### config.mk
export PLATFORM = sky130hd
export DESIGN_NAME = seq_fsm_gen
export DESIGN_NICKNAME = d
export VERILOG_FILES = /design/src/rtl/seq_fsm_pkg.sv /design/src/rtl/seq_fsm_gen_sat_counter.sv /design/src/rtl/seq_fsm_gen.sv
export SDC_FILE = /design/constraint.sdc
export NUM_CORES = 1
export LEC_CHECK = 0
export BUFFER_PORTS_ARGS = -buffer_cell sky130_fd_sc_hd__buf_2
export CAP_MARGIN = 20
export CORE_MARGIN = 3
export CORE_UTILIZATION = 49
export CTS_BUF_LIST = sky130_fd_sc_hd__clkbuf_8
export CTS_CLUSTER_SIZE = 16
export DETAILED_ROUTE_END_ITERATION = 8
export HOLD_SLACK_MARGIN = 0.05
export PLACE_DENSITY = 0.78
export SLEW_MARGIN = 20
export SYNTH_ARGS = -nofsm -noshare
export SYNTH_HDL_FRONTEND = slang
export SYNTH_SLANG_ARGS = --single-unit
### constraint.sdc
create_clock -name clk -period 5.73 [get_ports clk]
set_input_delay 0.573 -clock clk [delete_from_list [all_inputs] [get_ports clk]]
set_output_delay 0.573 -clock clk [all_outputs]
set_load 0.02 [all_outputs]
### src/rtl/seq_fsm_pkg.sv
// Shared types and helpers for the cyclic sequencer: state-width function,
// parameter legality check and the wide state-index type.
package seq_fsm_pkg;

  localparam int MAX_SW = 8;

  typedef logic [MAX_SW-1:0] state_idx_t;

  typedef enum logic [1:0] {
    TR_HOLD,
    TR_STEP,
    TR_RESTART,
    TR_WRAP
  } tr_kind_t;

  function automatic int state_w(input int n);
    return (n <= 2) ? 1 : $clog2(n);
  endfunction

  function automatic bit params_ok(input int n, input int br, input int lo,
                                   input int hi, input int cw, input int cnw);
    return (n >= 4) && (n <= 256) && (br >= 1) && (br <= n - 2) &&
           (lo >= 0) && (lo <= hi) && (hi < n) && (cw >= 1) && (cnw >= 1);
  endfunction

endpackage

### src/rtl/seq_fsm_gen_sat_counter.sv
// Saturating up-counter with synchronous clear; used for the pass count.
module sat_counter #(
  parameter int W = 8
) (
  input  logic         clk,
  input  logic         rst_n,
  input  logic         inc,
  input  logic         clr,
  output logic [W-1:0] cnt
);

  logic [W-1:0] cnt_reg;

  always_ff @(posedge clk or negedge rst_n) begin
    if (!rst_n) begin
      cnt_reg <= '0;
    end else if (clr) begin
      cnt_reg <= '0;
    end else if (inc && (cnt_reg != {W{1'b1}})) begin
      cnt_reg <= cnt_reg + W'(1);
    end
  end

  assign cnt = cnt_reg;

endmodule

### src/rtl/seq_fsm_gen.sv
// Cyclic sequencer with one branch point, a cond-gated output window and a
// saturating pass counter. Define SEQ_FSM_GEN_REG_OUT_EN to register outp.
module seq_fsm_gen
  import seq_fsm_pkg::*;
#(
  parameter int N_STATES  = 8,
  parameter int COND_W    = 3,
  parameter int BRANCH_ST = 3,
  parameter int OUT_LO    = 2,
  parameter int OUT_HI    = 3,
  parameter int CNT_W     = 8,
  localparam int SW       = state_w(N_STATES)
) (
  input  logic              clk,
  input  logic              rst_n,
  input  logic              en,
  input  logic              clr,
  input  logic [COND_W-1:0] cond,
  input  logic [COND_W-1:0] branch_mask,
  input  logic [COND_W-1:0] out_mask,
  output logic [SW-1:0]     state,
  output logic              outp,
  output logic              done,
  output logic [CNT_W-1:0]  pass_cnt
);

  if (!params_ok(N_STATES, BRANCH_ST, OUT_LO, OUT_HI, COND_W, CNT_W)) begin : g_param_err
    $error("seq_fsm_gen: illegal parameter combination");
  end

  logic [SW-1:0] state_reg;
  logic          done_reg;
  state_idx_t    st_wide;
  tr_kind_t      tr;
  logic          br_hit;
  logic          out_hit;
  logic          in_window;
  logic          outp_comb;

  assign st_wide = state_idx_t'(state_reg);
  assign br_hit  = |(cond & branch_mask);
  assign out_hit = |(cond & out_mask);

  // Illegal encodings restart without counting, same as a short pass.
  always_comb begin
    tr = TR_STEP;
    if (!en) begin
      tr = TR_HOLD;
    end else if (int'(st_wide) >= N_STATES) begin
      tr = TR_RESTART;
    end else if (int'(st_wide) == BRANCH_ST) begin
      tr = br_hit ? TR_STEP : TR_RESTART;
    end else if (int'(st_wide) == N_STATES - 1) begin
      tr = TR_WRAP;
    end
  end

  always_ff @(posedge clk or negedge rst_n) begin
    if (!rst_n) begin
      state_reg <= '0;
      done_reg  <= 1'b0;
    end else if (clr) begin
      state_reg <= '0;
      done_reg  <= 1'b0;
    end else begin
      done_reg <= (tr == TR_WRAP);
      case (tr)
        TR_HOLD: state_reg <= state_reg;
        TR_STEP: state_reg <= state_reg + SW'(1);
        default: state_reg <= '0;
      endcase
    end
  end

  sat_counter #(
    .W(CNT_W)
  ) u_pass_cnt (
    .clk  (clk),
    .rst_n(rst_n),
    .inc  (tr == TR_WRAP),
    .clr  (clr),
    .cnt  (pass_cnt)
  );

  assign in_window = (int'(st_wide) >= OUT_LO) && (int'(st_wide) <= OUT_HI);
  assign outp_comb = in_window && out_hit;

`ifdef SEQ_FSM_GEN_REG_OUT_EN
  logic outp_reg;

  always_ff @(posedge clk or negedge rst_n) begin
    if (!rst_n) begin
      outp_reg <= 1'b0;
    end else if (clr) begin
      outp_reg <= 1'b0;
    end else begin
      outp_reg <= outp_comb;
    end
  end

  assign outp = outp_reg;
`else
  assign outp = outp_comb;
`endif

  assign state = state_reg;
  assign done  = done_reg;

endmodule

==> reports/qor.yml <==
max_slew_margin: 0.8024
area_growth_pct: 24.69
crit_path_end_kind: "register"
peakVddDrop_uv: 138.9
tightest_slew_ps: 296.4
ys_seq_elements: 12
cts_tree: "built"
antenna_found_initial: 0
clock-root-buffer: "clkbuf_8"
ioPinCount: 26
min_period_ps: 2113
num_vias: 650
cts_buffers: 3
seq_area_frac_synth: 0.4293
clock_sinks: 12
wire_per_inst_um: 14.69
finalSetupViolCount: 0
use_met1: 0.2270
finalHoldViolations: 0
worst_ep_required_time_ps: 5890
final_common_cell: "buf_2"
post_cts_buffers: 0
outcome: "complete, no violations"
io_buffers: 25
clkTransAtPathRegs_ps: 50
fin_nets: 114
die_h_um: 43.78
dieWidth_um: 43.78
drive_above_1_share: 0.3158
hold_class: "input port to asynchronous set/reset pin"
drtAntennaViolNets: 0
start_util: 0.5751
finalClockSkew_ps: 1.139
crit_fanout: 6
p_total_mw: 0.1785
post-dp-hpwl_mm: 1.202
netlist_area_sq_um: 699.4
post-route-period-util: 0.3687
worstPathArrival_ps: 2270
finalHoldWorstSlack_ps: 210.2
cts_htree_levels: 1
vias_per_cell: 5.963
drt_iter0_drc: 18
grt_first_pass_wirelength_mm: 2.628
synth_area_per_cell_sq_um: 10.14
cap_violations: 0
power_leakage_nw: 0.4475
max_freq_ghz: 0.4734
rsz0062_at_grt: "false"
met3_usage: 0.04979
rows: 12
p_per_area_nw_per_um2: 204.7
drc_errors: 0
ys_warn_count: 0
syn_nets: 86
synth_cells: 69
routed_wl_mm: 1.601
met2_usage: 0.2936
largest_reg_flops: 8
ctsHoldBuffers: 0
place_congestion: 0.8373
antenna_cells: 0
setup_tns_ps: 0
grtUsageTotal: 0.1851
start_kind: "register"
grt_overflow: 0
dr.pass1.iters: 4
crit_type: "register to register"
cts_buffer_depth: 2
worstSkewPairLatency_ps: 240
grt_max_degree: 13
die_area_sq_um: 1917
final_cell_mix: "buf_2 (25), dfrtp_1 (12), nor2_1 (8)"
core_sq_um: 1216
busiest_layer: "met2"
synth.distinct_cells: 27
slew_violations: 0
ctsResizeCount: 0
grt_pass1_vias: 629
cell type report:
cell class | instances | area (sq um)
multi-input combinational | 54 | 384.1
fill | 96 | 344.1
sequential | 12 | 300.3
timing repair buffer | 25 | 125.1
clock buffer | 3 | 41.29
tap | 14 | 17.52
inverter | 1 | 3.754
kinds of logic (layout without fill, tap and decap cells):
kind of cell / Yosys count / after routing / synth area share
adders and majority gates: 4 / 4 / 0.07156
DFF: 12 / 12 / 0.4293
and+or+nand+nor: 30 / 30 / 0.2487
xor gates and xnor gates: 5 / 5 / 0.06261
buffers and inverters: 3 / 29 / 0.02146
AOI/OAI and AO/OA: 14 / 14 / 0.1521
muxes: 1 / 1 / 0.01431
where the power goes:
group | leakage (nW) | internal [mW] | switching [mW]
Sequential | 0.166 | 0.0860 | 0.00118
Combinational | 0.260 | 0.00696 | 0.00893
Clock | 0.0216 | 0.0462 | 0.0293
worst paths after layout:
path                           from                 to  slack [ps]  cells after the start
max                        state[0]  u_pass_cnt.cnt[5]        3620                      6
min                           rst_n  u_pass_cnt.cnt[2]         210                      1
max reg2reg                state[0]  u_pass_cnt.cnt[5]        3620                      6
min reg2reg                state[1]           state[1]         590                      2
max in group asynchronous     rst_n  u_pass_cnt.cnt[7]        5300                      1
min in group clk           state[1]           state[1]         590                      2
metal layers:
metal  vias up  share of wire
met3         4          0.080
met1       312           0.43
li1        310              -
met2        24           0.47
met5         -              0
met4         0          0.016
through the flow:
| stage | cells | setup WS [ps] | cell area, sq um | utilization |
|---|---|---|---|---|
| floorplan | 69 | 3717 | 699.4 | - |
| global placement | 106 | 3742 | 830.8 | 0.6831 |
| detailed placement | 106 | 3633 | 830.8 | 0.6831 |
| CTS | 109 | 3605 | 872.1 | 0.7171 |
| global route | 109 | 3508 | 872.1 | 0.7171 |
| finish | 109 | 3617 | 872.1 | 0.7171 |
worst max-delay path, cell delays in order (launching register included):
cell and delay (ps):
dfrtp_1 410, ha_1 240, ha_1 220, and3b_1 360
o21ai_4 130, or4_1 490, a21oi_1 170
synthesized netlist by cell type:
| cell | number | area, sq um |
|---|---|---|
| o21ai_4 | 1 | 16.27 |
| o22ai_1 | 1 | 6.260 |
| a21oi_1 | 5 | 25.02 |
| a222oi_1 | 2 | 20.02 |
| o31ai_1 | 2 | 15.01 |
| and4_1 | 1 | 8.760 |
| nor2b_1 | 1 | 6.260 |
| and3_1 | 1 | 6.260 |
| nand2b_1 | 4 | 25.02 |
| o211ai_1 | 2 | 15.01 |
| dfrtp_1 | 12 | 300.3 |
| or4_1 | 2 | 15.01 |
| inv_1 | 1 | 3.750 |
| ha_1 | 4 | 50.05 |
| clkbuf_1 | 1 | 3.750 |
| nand3_1 | 2 | 10.01 |
| nor2_1 | 8 | 30.03 |
| nand4b_1 | 2 | 17.52 |
| nand4_1 | 2 | 12.51 |
| mux2i_1 | 1 | 10.01 |
| xor2_1 | 5 | 43.79 |
| nand4_2 | 1 | 12.51 |
| and3b_1 | 1 | 8.760 |
| o2111ai_1 | 1 | 8.760 |
| and2_1 | 1 | 6.260 |
| nand2_1 | 4 | 15.01 |
| clkbuf_4 | 1 | 7.510 |
(Power assumes the default switching activity.)
